## src/rtl/hx8352_bus_write_engine_if.sv

```systemverilog
// Upstream word handshake plus HX8352 8080-style write bus, bundled for the write engine.
interface hx8352_bus_write_engine_if;
  // A word transfers on any rising clk edge where in_valid and in_ready are both 1;
  // in_valid/in_rs/in_data must stay stable while in_valid=1 and in_ready=0.
  logic        in_valid;
  logic        in_ready;
  logic        in_rs;
  logic [15:0] in_data;
  logic        busy;
  logic        done;
  logic [15:0] lcd_data;
  logic        lcd_rs;
  logic        lcd_wr_n;
  logic        lcd_rd_n;
  logic        lcd_cs_n;

  modport master (
    output in_valid, in_rs, in_data,
    input  in_ready, busy, done, lcd_data, lcd_rs, lcd_wr_n, lcd_rd_n, lcd_cs_n
  );

  modport slave (
    input  in_valid, in_rs, in_data,
    output in_ready, busy, done, lcd_data, lcd_rs, lcd_wr_n, lcd_rd_n, lcd_cs_n
  );
endinterface

```

## src/rtl/hx8352_bus_write_engine.sv

```systemverilog
// Buffers {rs,data} words in a small FIFO and plays them onto an HX8352 parallel bus
// as timed SETUP / WR-low / WR-high write cycles, holding CS low across bursts.
module hx8352_bus_write_engine #(
  parameter int FIFO_DEPTH = 4,
  parameter int T_SETUP    = 1,
  parameter int T_WRL      = 2,
  parameter int T_WRH      = 2,
  parameter int CS_HOLD    = 4
) (
  input  logic                          clk,
  input  logic                          rst,
  hx8352_bus_write_engine_if.slave      bus,
  output logic [1:0]                    dbg_state
);
  localparam int AW = (FIFO_DEPTH > 1) ? $clog2(FIFO_DEPTH) : 1;
  localparam int CW = $clog2(FIFO_DEPTH) + 1;
  localparam logic [7:0] SETUP_LD = 8'(T_SETUP - 1);
  localparam logic [7:0] WRL_LD   = 8'(T_WRL - 1);
  localparam logic [7:0] WRH_LD   = 8'(T_WRH - 1);
  localparam logic [7:0] HOLD_LD  = 8'((CS_HOLD == 0) ? 0 : CS_HOLD - 1);

  typedef enum logic [1:0] {IDLE = 2'd0, SETUP = 2'd1, WRL = 2'd2, WRH = 2'd3} state_t;

  state_t        state, state_next;
  logic [7:0]    cnt, cnt_next;
  logic          cs_n, cs_n_next;
  logic          pop, push;
  logic          rdy_en;
  logic [16:0]   mem [FIFO_DEPTH];
  logic [AW-1:0] wr_ptr, rd_ptr;
  logic [CW-1:0] count;
  logic          fifo_empty, fifo_full;
  logic [15:0]   data_q;
  logic          rs_q;

  assign fifo_empty   = (count == '0);
  assign fifo_full    = (count == CW'(FIFO_DEPTH));
  // rdy_en keeps in_ready low during reset and until the first edge after release
  assign bus.in_ready = rdy_en & ~fifo_full;
  assign push         = bus.in_valid & bus.in_ready;

  always_ff @(posedge clk or posedge rst) begin
    if (rst) begin
      state <= IDLE;
      cnt   <= 8'd0;
      cs_n  <= 1'b1;
    end else begin
      state <= state_next;
      cnt   <= cnt_next;
      cs_n  <= cs_n_next;
    end
  end

  // The single counter times SETUP/WRL/WRH and, in IDLE with CS low, the CS hold window.
  always_comb begin
    state_next = state;
    cnt_next   = cnt;
    cs_n_next  = cs_n;
    pop        = 1'b0;
    unique case (state)
      IDLE: begin
        if (!fifo_empty) begin
          pop        = 1'b1;
          cs_n_next  = 1'b0;
          state_next = SETUP;
          cnt_next   = SETUP_LD;
        end else if (!cs_n) begin
          if (cnt == 8'd0) cs_n_next = 1'b1;
          else             cnt_next  = cnt - 8'd1;
        end
      end
      SETUP: begin
        if (cnt == 8'd0) begin
          state_next = WRL;
          cnt_next   = WRL_LD;
        end else cnt_next = cnt - 8'd1;
      end
      WRL: begin
        if (cnt == 8'd0) begin
          state_next = WRH;
          cnt_next   = WRH_LD;
        end else cnt_next = cnt - 8'd1;
      end
      WRH: begin
        if (cnt == 8'd0) begin
          if (!fifo_empty) begin
            pop        = 1'b1;
            state_next = SETUP;
            cnt_next   = SETUP_LD;
          end else begin
            state_next = IDLE;
            cnt_next   = HOLD_LD;
            cs_n_next  = (CS_HOLD == 0);
          end
        end else cnt_next = cnt - 8'd1;
      end
    endcase
  end

  always_comb begin
    bus.lcd_wr_n = (state != WRL);
    bus.done     = (state == WRH) && (cnt == 8'd0);
    bus.busy     = !fifo_empty || (state != IDLE);
  end

  always_ff @(posedge clk or posedge rst) begin
    if (rst) begin
      rdy_en <= 1'b0;
      wr_ptr <= '0;
      rd_ptr <= '0;
      count  <= '0;
      data_q <= 16'd0;
      rs_q   <= 1'b0;
    end else begin
      rdy_en <= 1'b1;
      if (push) wr_ptr <= wr_ptr + 1'b1;
      if (pop) begin
        rd_ptr <= rd_ptr + 1'b1;
        data_q <= mem[rd_ptr][15:0];
        rs_q   <= mem[rd_ptr][16];
      end
      case ({push, pop})
        2'b10:   count <= count + CW'(1);
        2'b01:   count <= count - CW'(1);
        default: count <= count;
      endcase
    end
  end

  always_ff @(posedge clk) begin
    if (push) mem[wr_ptr] <= {bus.in_rs, bus.in_data};
  end

  assign bus.lcd_data = data_q;
  assign bus.lcd_rs   = rs_q;
  assign bus.lcd_cs_n = cs_n;
  assign bus.lcd_rd_n = 1'b1;
  assign dbg_state    = state;
endmodule

```

## src/flat_wrapper.sv

```systemverilog
// flat-port wrapper written by rule: the top's interface ports become plain ports
module hx8352_bus_write_engine_flat 
#(
  parameter int FIFO_DEPTH = 4,
  parameter int T_SETUP    = 1,
  parameter int T_WRL      = 2,
  parameter int T_WRH      = 2,
  parameter int CS_HOLD    = 4
)
  (clk, rst, dbg_state, bus_in_valid, bus_in_rs, bus_in_data, bus_in_ready, bus_busy, bus_done, bus_lcd_data, bus_lcd_rs, bus_lcd_wr_n, bus_lcd_rd_n, bus_lcd_cs_n);
  hx8352_bus_write_engine_if bus_i ();
  input  logic clk;
  input  logic rst;
  output logic [1:0] dbg_state;
  input wire logic [$bits(bus_i.in_valid)-1:0] bus_in_valid;
  input wire logic [$bits(bus_i.in_rs)-1:0] bus_in_rs;
  input wire logic [$bits(bus_i.in_data)-1:0] bus_in_data;
  output wire logic [$bits(bus_i.in_ready)-1:0] bus_in_ready;
  output wire logic [$bits(bus_i.busy)-1:0] bus_busy;
  output wire logic [$bits(bus_i.done)-1:0] bus_done;
  output wire logic [$bits(bus_i.lcd_data)-1:0] bus_lcd_data;
  output wire logic [$bits(bus_i.lcd_rs)-1:0] bus_lcd_rs;
  output wire logic [$bits(bus_i.lcd_wr_n)-1:0] bus_lcd_wr_n;
  output wire logic [$bits(bus_i.lcd_rd_n)-1:0] bus_lcd_rd_n;
  output wire logic [$bits(bus_i.lcd_cs_n)-1:0] bus_lcd_cs_n;
  assign bus_i.in_valid = bus_in_valid;
  assign bus_i.in_rs = bus_in_rs;
  assign bus_i.in_data = bus_in_data;
  assign bus_in_ready = bus_i.in_ready;
  assign bus_busy = bus_i.busy;
  assign bus_done = bus_i.done;
  assign bus_lcd_data = bus_i.lcd_data;
  assign bus_lcd_rs = bus_i.lcd_rs;
  assign bus_lcd_wr_n = bus_i.lcd_wr_n;
  assign bus_lcd_rd_n = bus_i.lcd_rd_n;
  assign bus_lcd_cs_n = bus_i.lcd_cs_n;
  hx8352_bus_write_engine #(.FIFO_DEPTH(FIFO_DEPTH), .T_SETUP(T_SETUP), .T_WRL(T_WRL), .T_WRH(T_WRH), .CS_HOLD(CS_HOLD)) u_core (.clk(clk), .rst(rst), .bus(bus_i), .dbg_state(dbg_state));
endmodule
```

## config.mk

```make
export PLATFORM = sky130hd
export DESIGN_NAME = hx8352_bus_write_engine_flat
export DESIGN_NICKNAME = d
export VERILOG_FILES = /design/src/rtl/hx8352_bus_write_engine_if.sv /design/src/rtl/hx8352_bus_write_engine.sv /design/src/flat_wrapper.sv
export SDC_FILE = /design/constraint.sdc
export NUM_CORES = 1
export LEC_CHECK = 0
export CORE_UTILIZATION = 55
export DETAILED_ROUTE_END_ITERATION = 10
export GPL_ROUTABILITY_DRIVEN = 0
export PLACE_DENSITY = 0.78
export SETUP_SLACK_MARGIN = 0.5
export SYNTH_ARGS = -nofsm -noshare
export SYNTH_HDL_FRONTEND = slang
export SYNTH_SLANG_ARGS = --single-unit
```

## constraint.sdc

```tcl
create_clock -name clk -period 6.14 [get_ports clk]
set_input_delay 1.535 -clock clk [delete_from_list [all_inputs] [get_ports clk]]
set_output_delay 1.535 -clock clk [all_outputs]
set_load 0.05 [all_outputs]
```

-- Word-level counts from Yosys, hierarchy flattened
Memory sizes are Yosys's and may differ from the RTL's. A register that Yosys moved wholly into a read port is not among the register bits.
Index checks and enable logic that the tools add are counted.
- register bits after elaboration: 19
- memory bits (read-only): 0
- logic and storage cells: 68
- bits in latches: 0
- memories: 1
- memory bits (writable): 68
- equal/unequal tests: 14
- reduce and logical (&&, ||, !) cells: 13
- bitwise operators: 3
- multipliers: 0
- multiplexer cells: 25
- add/subtract/negate cells: 5
- shift operators: 0
- div/mod/pow operators: 0
- magnitude comparators: 0
- memories (memory ; words ; width ; read ports ; clocked after Yosys merged registers in ; write ports ; RTL line ; RTL):
    u_core.mem ; 4 ; 17 ; 1 ; 1 ; 1 ; hx8352_bus_write_engine.sv:29 ; logic [16:0] mem [FIFO_DEPTH];
- operators by type and width (operator ; number):
    2-to-1 mux 8 bit ; 5
    case mux 8 bit (3 select lines) ; 1
    2-to-1 mux 1 bit ; 10
    2-to-1 mux 2 bit ; 5
    zero test 8 bit ; 1
    inequality test 2 x 1 -> 1 bit (second input constant) ; 4
    case mux 2 bit (4 select lines) ; 1
    subtractor 8 x 1 -> 8 bit (second input constant) ; 1
    == test 2 bit (second input constant) ; 3
    inequality test 3 bit (second input constant) ; 2
    case mux 3 bit (2 select lines) ; 1
    nonzero test 2 bit ; 3
    adder 2 x 1 -> 2 bit (second input constant) ; 2
    == test 2 x 1 -> 1 bit (second input constant) ; 2
    inequality test 2 bit (second input constant) ; 2
    case mux 1 bit (2 select lines) ; 2
    AND reduction 4 bit ; 1
    adder 3 x 1 -> 3 bit (second input constant) ; 1
    == test 3 bit (second input constant) ; 1
    zero test 3 bit ; 1
    AND reduction 3 bit ; 1
    subtractor 3 x 1 -> 3 bit (second input constant) ; 1
    AND 1 bit ; 2
    zero test 2 bit ; 1
    other kinds (6) ; 6

-- Depth between registers and ports, before layout
Gate-level depths: netlist of the first run.
- depth in word-level cells: 6
- depth in mapped cells: 12
- mapped depth without buffers: 11

-- Worst setup path before layout of the first run
No wires, ideal clock.
- path type: register -> output
- start: register u_core.state[0] (netlist: u_core.dbg_state[0])
- end: output port bus_busy
- buffers on the path: 1
- stages on the path, launching flop included: 6
- arrival: 1656 ps
- required time: 4605 ps
- slack: 2949 ps
- cells stage by stage: dfrtp_1 > inv_1 > ha_1 > and2_1 > clkbuf_1 > inv_1
- longest elaborated chain between the ends: 2
- RTL lines (element ; RTL line ; RTL):
    from (decl) ; hx8352_bus_write_engine.sv:24 ; state_t state, state_next;
    from (signal assigned) ; hx8352_bus_write_engine.sv:48 ; state <= state_next;
    nonzero test 2 bit ; hx8352_bus_write_engine.sv:103 ; bus.busy = !fifo_empty || (state != IDLE);
    logical OR 1 bit ; hx8352_bus_write_engine.sv:103 ;
    to (decl) ; flat_wrapper.sv:19 ; output wire logic [$bits(bus_i.busy)-1:0] bus_busy;
No other way between the ends.

-- Worst setup path after layout of the first run
- start: register u_core.cnt[0]
- end: output port bus_done
- longest elaborated chain between the ends: 2
- RTL lines (element ; RTL line ; RTL):
    from (decl) ; hx8352_bus_write_engine.sv:25 ; logic [7:0] cnt, cnt_next;
    from (signal assigned) ; hx8352_bus_write_engine.sv:49 ; cnt <= cnt_next;
    zero test 8 bit ; hx8352_bus_write_engine.sv:102 ; bus.done = (state == WRH) && (cnt == 8'd0);
    logical AND 1 bit ; hx8352_bus_write_engine.sv:102 ;
    to (decl) ; flat_wrapper.sv:20 ; output wire logic [$bits(bus_i.done)-1:0] bus_done;
No other way between the ends.

==> results of run 1 <==
## report_power, final
part	switching, mW	leakage (nW)	total (mW)	internal [mW]
combinational	0.718	0.754	1.29	0.577
clock	0.225	0.0805	0.377	0.151
sequential	0.133	1.05	1.05	0.914
total	1.08	1.88	2.72	1.64
## worst max-delay path: cells and delay by family, from the launching register on
family,cells,cell delay [ns]
simple gates,2,0.77
fa+ha+maj,1,0.16
buf+inv,2,0.91
flops,1,0.45
## per-layer routing
metal,vias to the layer above,GRT usage [%]
met3,9,6.14
met1,1185,23.6
met4,0,6.12
li1,1090,-
met5,-,0
met2,50,32.5
## registers in the layout, summed over array words and instances, names as in the netlist
name / cells
u_core.wr_ptr: 2
u_core.rd_ptr: 2
u_core.rdy_en: 1
u_core.count: 3
u_core.cnt: 8
u_core.mem: 68
u_core.bus.lcd_cs_n: 1
u_core.bus.lcd_rs: 1
u_core.dbg_state: 2
u_core.bus.lcd_data: 16
## layout make-up
cell class / instances / share of cell area (%)
well taps: 102 / 2.50
inverters: 14 / 1.03
multi-input cells: 133 / 26.7
clock buffers: 11 / 2.57
clock inverters: 5 / 0.807
flip-flops and latches: 104 / 57.6
repair buffers: 46 / 8.86
## stage by stage
| step | hold WS [ns] | std cells |
|---|---|---|
| after CTS | 0.519 | 415 |
| after global placement | 0.483 | 399 |
| after floorplan | 0.459 | 263 |
| after global routing | 0.532 | 415 |
| after detailed placement | 0.494 | 399 |
| final | 0.512 | 415 |
## path summary, 6_finish.rpt
check,start,endpoint,slack [ns],cells past startpoint
setup / recovery,u_core.cnt[0],bus_done,1.97,5
hold / removal,u_core.bus.lcd_data[13],u_core.bus.lcd_data[13],0.51,1
setup reg to reg,u_core.cnt[0],u_core.count[2],3.00,12
hold reg to reg,u_core.bus.lcd_data[13],u_core.bus.lcd_data[13],0.51,1
max in group asynchronous,rst,u_core.bus.lcd_cs_n,4.18,3
min in group asynchronous,rst,u_core.bus.lcd_data[4],1.59,3
## logic make-up after synthesis
logic type | after synthesis
AND/OR/NAND/NOR | 39
adder cells (fa/ha/maj) | 13
other | 1
buffers and inverters | 26
XOR/XNOR | 6
flip-flops | 104
AO/OA/AOI/OAI | 38
multiplexers | 35
## layout by cell type, fill, tap and decap left out, drive strengths merged, types with 2 or more instances in the layout
cell,Yosys,layout
edfxtp,68,68
clkdlybuf4s50,0,43
dfrtp,35,35
mux4,17,17
mux2,17,17
inv,14,16
ha,12,12
o21ai,11,11
clkbuf,4,11
a21oi,9,9
nor2,7,7
and3,5,5
nand2,5,5
nor3,5,5
a31oi,4,4
a22o,4,4
and2,4,4
xnor2,3,3
xor2,3,3
buf,8,3
nor3b,2,2
or3,2,2
nor2b,2,2
conb,1,2
clkinvlp,0,2
nor4,2,2
a22oi,2,2
==> impl_metrics.xml, run 1 <==
<?xml version="1.0" encoding="UTF-8"?>
<metrics>
  <group name="synth">
    <metric name="synthesized_area_per_cell" unit="um^2">16.9</metric>
    <metric name="synth-compound-area-share" unit="%">5.71</metric>
    <metric name="mappedNetlistArea" unit="um^2">4430</metric>
    <metric name="yosys.area_share.xor_xnor" unit="%">1.19</metric>
    <metric name="postSynthCellCount" unit="">262</metric>
    <metric name="synth_common_cells" unit="">68 x sky130_fd_sc_hd__edfxtp_1, 35 x sky130_fd_sc_hd__dfrtp_1, 17 x sky130_fd_sc_hd__mux4_2</metric>
    <metric name="async_flop_share" unit="%">34.6</metric>
    <metric name="count_of_flip_flops_with_a_built_in_enable_after_synthesis" unit="">68</metric>
    <metric name="synth_top_family_by_area" unit="">multiplexers</metric>
    <metric name="fraction_of_synthesized_cell_area_taken_by_the_top_area_cell_type" unit="%">46.1</metric>
    <metric name="synth_warnings" unit="">0</metric>
    <metric name="synthSimpleGateAreaFrac" unit="%">5.73</metric>
    <metric name="yosysUniqueCellTypes" unit="">54</metric>
    <metric name="synth_top_cell_by_area" unit="">sky130_fd_sc_hd__edfxtp_1</metric>
    <metric name="ys_seq_elements" unit="">104</metric>
    <metric name="synthMostInstantiatedCell" unit="">sky130_fd_sc_hd__edfxtp_1</metric>
    <metric name="mux_contribution_to_synthesized_area" unit="%">14.0</metric>
    <metric name="synth_adder_area_share" unit="%">3.84</metric>
    <metric name="dominantRegCellSynth" unit="">sky130_fd_sc_hd__edfxtp_1</metric>
    <metric name="share_of_the_yosys_chip_area_belonging_to_registers" unit="%">66.5</metric>
    <metric name="synth.top_cells.by_area" unit="">sky130_fd_sc_hd__edfxtp_1 46%, sky130_fd_sc_hd__dfrtp_1 20%, sky130_fd_sc_hd__mux4_2 8.6%</metric>
  </group>
  <group name="clock_network">
    <metric name="insertion_delay" unit="ns">0.36</metric>
    <metric name="clkSlewWorstSetupHoldPaths" unit="ns">0.10</metric>
    <metric name="numCtsBuffers" unit="">9</metric>
    <metric name="cts.repair.resized" unit="">0</metric>
    <metric name="clk_path_buf_depth" unit="">2</metric>
    <metric name="tritoncts" unit="">done</metric>
    <metric name="hold_buffers" unit="">0</metric>
    <metric name="htree_levels" unit="">3</metric>
    <metric name="cts.repair_timing.setup_buffer_count" unit="">0</metric>
    <metric name="ctsRootBufferMaster" unit="">sky130_fd_sc_hd__clkbuf_8</metric>
    <metric name="clock_sink_count" unit="">104</metric>
  </group>
  <group name="timing">
    <metric name="post-route-min-period" unit="ns">4.17</metric>
    <metric name="fmax" unit="MHz">240</metric>
    <metric name="final.setup.tns" unit="ns">0</metric>
    <metric name="final_hold_viol_count" unit="">0</metric>
    <metric name="rsz_0062_raised_after_global_routing" unit="">false</metric>
    <metric name="slew_at_the_pin_with_the_worst_max_slew_slack" unit="ns">0.929</metric>
    <metric name="report.final.setup_viol" unit="">0</metric>
    <metric name="fin_skew" unit="ns">0.0118</metric>
    <metric name="post-route-worst-setup-slack" unit="ns">1.97</metric>
    <metric name="relSlewSlack" unit="%">38.1</metric>
    <metric name="period_share" unit="%">68.0</metric>
    <metric name="final-max-slew-violation-count" unit="">0</metric>
  </group>
  <group name="floorplanning">
    <metric name="design.core.area" unit="um^2">7770</metric>
    <metric name="num_io_pins" unit="">45</metric>
    <metric name="die_y_extent" unit="um">91.7</metric>
    <metric name="floorplan.initialDensity" unit="%">57.0</metric>
    <metric name="num_rows" unit="">32</metric>
    <metric name="floorplan.die_area" unit="um^2">8420</metric>
    <metric name="dieWidth" unit="um">91.7</metric>
  </group>
  <group name="place">
    <metric name="detailed_place.area" unit="um^2">4940</metric>
    <metric name="numPortBuffers" unit="">43</metric>
    <metric name="detailed_place_hpwl" unit="mm">4.69</metric>
    <metric name="dp_slack" unit="ns">2.34</metric>
  </group>
  <group name="detailed_routing">
    <metric name="drt_first_iter_violations" unit="">104</metric>
    <metric name="avgViaCountPerCell" unit="">5.62</metric>
    <metric name="average_wire_per_cell_in_the_routed_design" unit="um">17.5</metric>
    <metric name="detailroute.wirelength.met3" unit="um">316</metric>
    <metric name="top_signal_layer_used" unit="">met4</metric>
    <metric name="detailedRoute.firstPassIterationCount" unit="">4</metric>
    <metric name="antenna_violating_nets_post_route" unit="">0</metric>
    <metric name="drc_errors" unit="">0</metric>
    <metric name="route.final.wire_length" unit="mm">7.28</metric>
    <metric name="vias" unit="">2334</metric>
    <metric name="met1_length" unit="mm">3.16</metric>
    <metric name="detailroute.wirelength.met2" unit="mm">3.73</metric>
  </group>
  <group name="final_layout">
    <metric name="num_antenna_cells" unit="">0</metric>
    <metric name="layout-drive-gt1-share" unit="%">20.1</metric>
    <metric name="multi_input_area" unit="um^2">1370</metric>
    <metric name="nNetsFinal" unit="">341</metric>
    <metric name="register_area" unit="um^2">2940</metric>
    <metric name="final_layout_fill_cell_count" unit="">524</metric>
    <metric name="post-route-cell-area" unit="um^2">5110</metric>
    <metric name="flow.area_growth_from_synthesis" unit="%">15.5</metric>
    <metric name="finalCoreUtilization" unit="%">65.9</metric>
  </group>
  <group name="global_routing">
    <metric name="grt_first_pass_wirelength" unit="mm">11.9</metric>
    <metric name="first_global_vias" unit="">2362</metric>
    <metric name="grt_max_degree" unit="">37</metric>
    <metric name="grt.overflow.total" unit="">0</metric>
    <metric name="globalRouteTotalUtil" unit="%">19.2</metric>
    <metric name="antenna_violations_before_repair" unit="">0</metric>
  </group>
  <group name="critical_path">
    <metric name="timing.critical_path.slowest_stage_cell" unit="">sky130_fd_sc_hd__clkdlybuf4s50_1</metric>
    <metric name="critical_path.max_fanout" unit="">6</metric>
    <metric name="cp_cell_sequence" unit="">inv_1, ha_1, nor3b_1, and3_2, clkdlybuf4s50_1</metric>
    <metric name="end_kind" unit="">primary output</metric>
    <metric name="cp.arrival" unit="ns">2.64</metric>
    <metric name="critical_path_class" unit="">register to primary output</metric>
    <metric name="cp-start-kind" unit="">register</metric>
    <metric name="critPathMaxStageDelay" unit="ns">0.79</metric>
    <metric name="timing.critical_path.required" unit="ns">4.61</metric>
  </group>
  <group name="power">
    <metric name="total_power" unit="mW">2.72</metric>
    <metric name="vdd_drop_max" unit="uV">338</metric>
    <metric name="power.density" unit="nW/um^2">531</metric>
    <metric name="power_leakage" unit="nW">1.88</metric>
  </group>
  <group name="status">
    <metric name="outcome" unit="">complete, no violations</metric>
  </group>
  <group name="hold_path">
    <metric name="holdCritPathClass" unit="">register to register</metric>
  </group>
  <group name="run">
    <metric name="max_cap_violations" unit="">0</metric>
  </group>
</metrics>
No activity file was read; power rests on OpenSTA's default activity.
==> inputs of run 2 (changes only) <==
clock period = 4.06 ns   (was 6.14 ns; I/O delays follow)
==> impl_metrics.xml, run 2 (same netlist as run 1, synthesis figures left out) <==
<?xml version="1.0" encoding="UTF-8"?>
<metrics>
  <group name="status">
    <metric name="outcome" unit="">complete, no violations</metric>
  </group>
  <group name="clock_network">
    <metric name="insertion_delay" unit="ns">0.36</metric>
    <metric name="clkSlewWorstSetupHoldPaths" unit="ns">0.10</metric>
    <metric name="hold_buffers" unit="">0</metric>
    <metric name="cts.repair_timing.setup_buffer_count" unit="">0</metric>
    <metric name="numCtsBuffers" unit="">9</metric>
    <metric name="clock_sink_count" unit="">104</metric>
    <metric name="tritoncts" unit="">done</metric>
    <metric name="clk_path_buf_depth" unit="">2</metric>
    <metric name="ctsRootBufferMaster" unit="">sky130_fd_sc_hd__clkbuf_8</metric>
    <metric name="htree_levels" unit="">3</metric>
  </group>
  <group name="timing">
    <metric name="fin_skew" unit="ns">0.0126</metric>
    <metric name="post-route-worst-setup-slack" unit="ns">0.810</metric>
    <metric name="final-max-slew-violation-count" unit="">0</metric>
    <metric name="post-route-min-period" unit="ns">3.25</metric>
    <metric name="final_hold_viol_count" unit="">0</metric>
    <metric name="report.final.setup_viol" unit="">0</metric>
    <metric name="fmax" unit="MHz">308</metric>
    <metric name="slew_at_the_pin_with_the_worst_max_slew_slack" unit="ns">0.915</metric>
    <metric name="relSlewSlack" unit="%">39.0</metric>
    <metric name="rsz_0062_raised_after_global_routing" unit="">false</metric>
    <metric name="final.setup.tns" unit="ns">0</metric>
    <metric name="period_share" unit="%">80.1</metric>
  </group>
  <group name="floorplanning">
    <metric name="num_io_pins" unit="">45</metric>
    <metric name="floorplan.initialDensity" unit="%">57.0</metric>
    <metric name="floorplan.die_area" unit="um^2">8420</metric>
    <metric name="dieWidth" unit="um">91.7</metric>
    <metric name="num_rows" unit="">32</metric>
    <metric name="design.core.area" unit="um^2">7770</metric>
    <metric name="die_y_extent" unit="um">91.7</metric>
  </group>
  <group name="critical_path">
    <metric name="timing.critical_path.required" unit="ns">3.04</metric>
    <metric name="critical_path.reg2reg.startpoint" unit="">u_core.cnt[0]</metric>
    <metric name="reg2reg_setup_slack" unit="ns">1.51</metric>
    <metric name="end_kind" unit="">primary output</metric>
    <metric name="critPathMaxStageDelay" unit="ns">0.69</metric>
    <metric name="cp-start-kind" unit="">register</metric>
    <metric name="worst_setup_path_endpoint" unit="">bus_busy</metric>
    <metric name="critical_path.max_fanout" unit="">8</metric>
    <metric name="cp_cell_sequence" unit="">nor3_4, and2_1, inv_1, clkdlybuf4s50_1</metric>
    <metric name="cp.arrival" unit="ns">2.24</metric>
    <metric name="regToRegEndpoint" unit="">u_core.count[2]</metric>
    <metric name="timing.critical_path.slowest_stage_cell" unit="">sky130_fd_sc_hd__clkdlybuf4s50_1</metric>
    <metric name="rr_worst_depth" unit="">12</metric>
    <metric name="timing.critical_path.from" unit="">u_core.count[0]</metric>
    <metric name="critical_path_class" unit="">register to primary output</metric>
  </group>
  <group name="global_routing">
    <metric name="globalRouteTotalUtil" unit="%">18.4</metric>
    <metric name="grt_first_pass_wirelength" unit="mm">11.4</metric>
    <metric name="grt_max_degree" unit="">21</metric>
    <metric name="grt.overflow.total" unit="">0</metric>
    <metric name="first_global_vias" unit="">2383</metric>
    <metric name="antenna_violations_before_repair" unit="">0</metric>
  </group>
  <group name="detailed_routing">
    <metric name="drc_errors" unit="">0</metric>
    <metric name="route.final.wire_length" unit="mm">7.18</metric>
    <metric name="vias" unit="">2324</metric>
    <metric name="drt_first_iter_violations" unit="">120</metric>
    <metric name="antenna_violating_nets_post_route" unit="">0</metric>
    <metric name="average_wire_per_cell_in_the_routed_design" unit="um">17.2</metric>
    <metric name="avgViaCountPerCell" unit="">5.57</metric>
    <metric name="detailedRoute.firstPassIterationCount" unit="">4</metric>
  </group>
  <group name="power">
    <metric name="power_leakage" unit="nW">1.93</metric>
    <metric name="vdd_drop_max" unit="uV">425</metric>
    <metric name="total_power" unit="mW">4.15</metric>
    <metric name="power.density" unit="nW/um^2">806</metric>
  </group>
  <group name="place">
    <metric name="post-place-cells" unit="">401</metric>
    <metric name="detailed_place_hpwl" unit="mm">4.65</metric>
    <metric name="numPortBuffers" unit="">43</metric>
    <metric name="dp_slack" unit="ns">1.00</metric>
  </group>
  <group name="final_layout">
    <metric name="final_cells" unit="">417</metric>
    <metric name="commonest_non_fill_non_tap_cell_in_the_layout" unit="">sky130_fd_sc_hd__edfxtp_1</metric>
    <metric name="layout-drive-gt1-share" unit="%">21.3</metric>
    <metric name="register_area" unit="um^2">2940</metric>
    <metric name="flow.area_growth_from_synthesis" unit="%">16.2</metric>
    <metric name="largest_reg_flops" unit="">68</metric>
    <metric name="layout_common_cells" unit="">68 x sky130_fd_sc_hd__edfxtp_1, 42 x sky130_fd_sc_hd__clkdlybuf4s50_1, 35 x sky130_fd_sc_hd__dfrtp_1, 17 x sky130_fd_sc_hd__mux4_2, 14 x sky130_fd_sc_hd__inv_1</metric>
    <metric name="final_layout_fill_cell_count" unit="">542</metric>
    <metric name="multi_input_area" unit="um^2">1370</metric>
    <metric name="nNetsFinal" unit="">343</metric>
    <metric name="registers.top_by_ff_count" unit="">u_core.mem</metric>
    <metric name="num_antenna_cells" unit="">0</metric>
  </group>
  <group name="run">
    <metric name="max_cap_violations" unit="">0</metric>
  </group>
  <group name="hold_path">
    <metric name="holdCritPathClass" unit="">register to register</metric>
  </group>
</metrics>
run 2: cell count changes in the layout (fill, tap and decap cells not counted), sizes merged:
cell	change
clkinvlp	-1
clkbuf	-2
dlymetal6s2s	+1
buf	+2
clkinv	+1
inv	+2
clkdlybuf4s50	-1
run 2: worst min path at each step:
stage / start / endpoint / slack (ns) / cells after the start
floorplan: u_core.cnt[7] / u_core.cnt[7] / 0.46 / 1
global placement: u_core.cnt[7] / u_core.cnt[7] / 0.49 / 1
detailed placement: u_core.cnt[7] / u_core.cnt[7] / 0.49 / 1
CTS: u_core.cnt[7] / u_core.cnt[7] / 0.51 / 1
global route: u_core.bus.lcd_data[12] / u_core.bus.lcd_data[12] / 0.53 / 1
finish: u_core.cnt[7] / u_core.cnt[7] / 0.51 / 1
run 2: routing by layer:
metal  track usage, %  vias up  share of wire [%]
met5                0        -                  0
met2             30.7       54                 50
met1             24.2     1170                 45
met4             7.42        0                1.6
li1                 -     1091                  -
met3             3.40        9                3.3
run 2: stage by stage:
stage | hold slack, ns | instance area [um^2] | util [%]
final | 0.509 | 5140 | 66.2
after detailed placement | 0.487 | 4960 | 63.8
after global routing | 0.533 | 5140 | 66.2
after CTS | 0.507 | 5140 | 66.2
after global placement | 0.489 | 4960 | 63.8
after floorplan | 0.459 | 4430 | -
run 2: final cells by class:
| cell class | instances | share of cell area (%) |
|---|---|---|
| Sequential cell | 104 | 57.2 |
| Multi-Input combinational cell | 133 | 26.5 |
| Inverter | 14 | 1.02 |
| Clock buffer | 9 | 2.41 |
| Timing Repair Buffer | 48 | 9.14 |
| Clock inverter | 7 | 1.19 |
| Tap cell | 102 | 2.48 |
run 2: where the power goes:
| group | switching [mW] | internal (mW) |
|---|---|---|
| clock | 0.370 | 0.236 |
| sequential | 0.222 | 1.38 |
| combinational | 1.06 | 0.879 |
run 2: repair_timing:
item                                   CTS  global route
endpoints found under the hold margin    0             0
resized for setup                        0             1
setup endpoints to repair                0             1
run 2: critical path, delay by kind of cell, from the launching register on:
kind | cells | cell delay, ns
flip-flops | 1 | 0.44
AND/OR/NAND/NOR | 2 | 0.69
buffers and inverters | 2 | 0.75
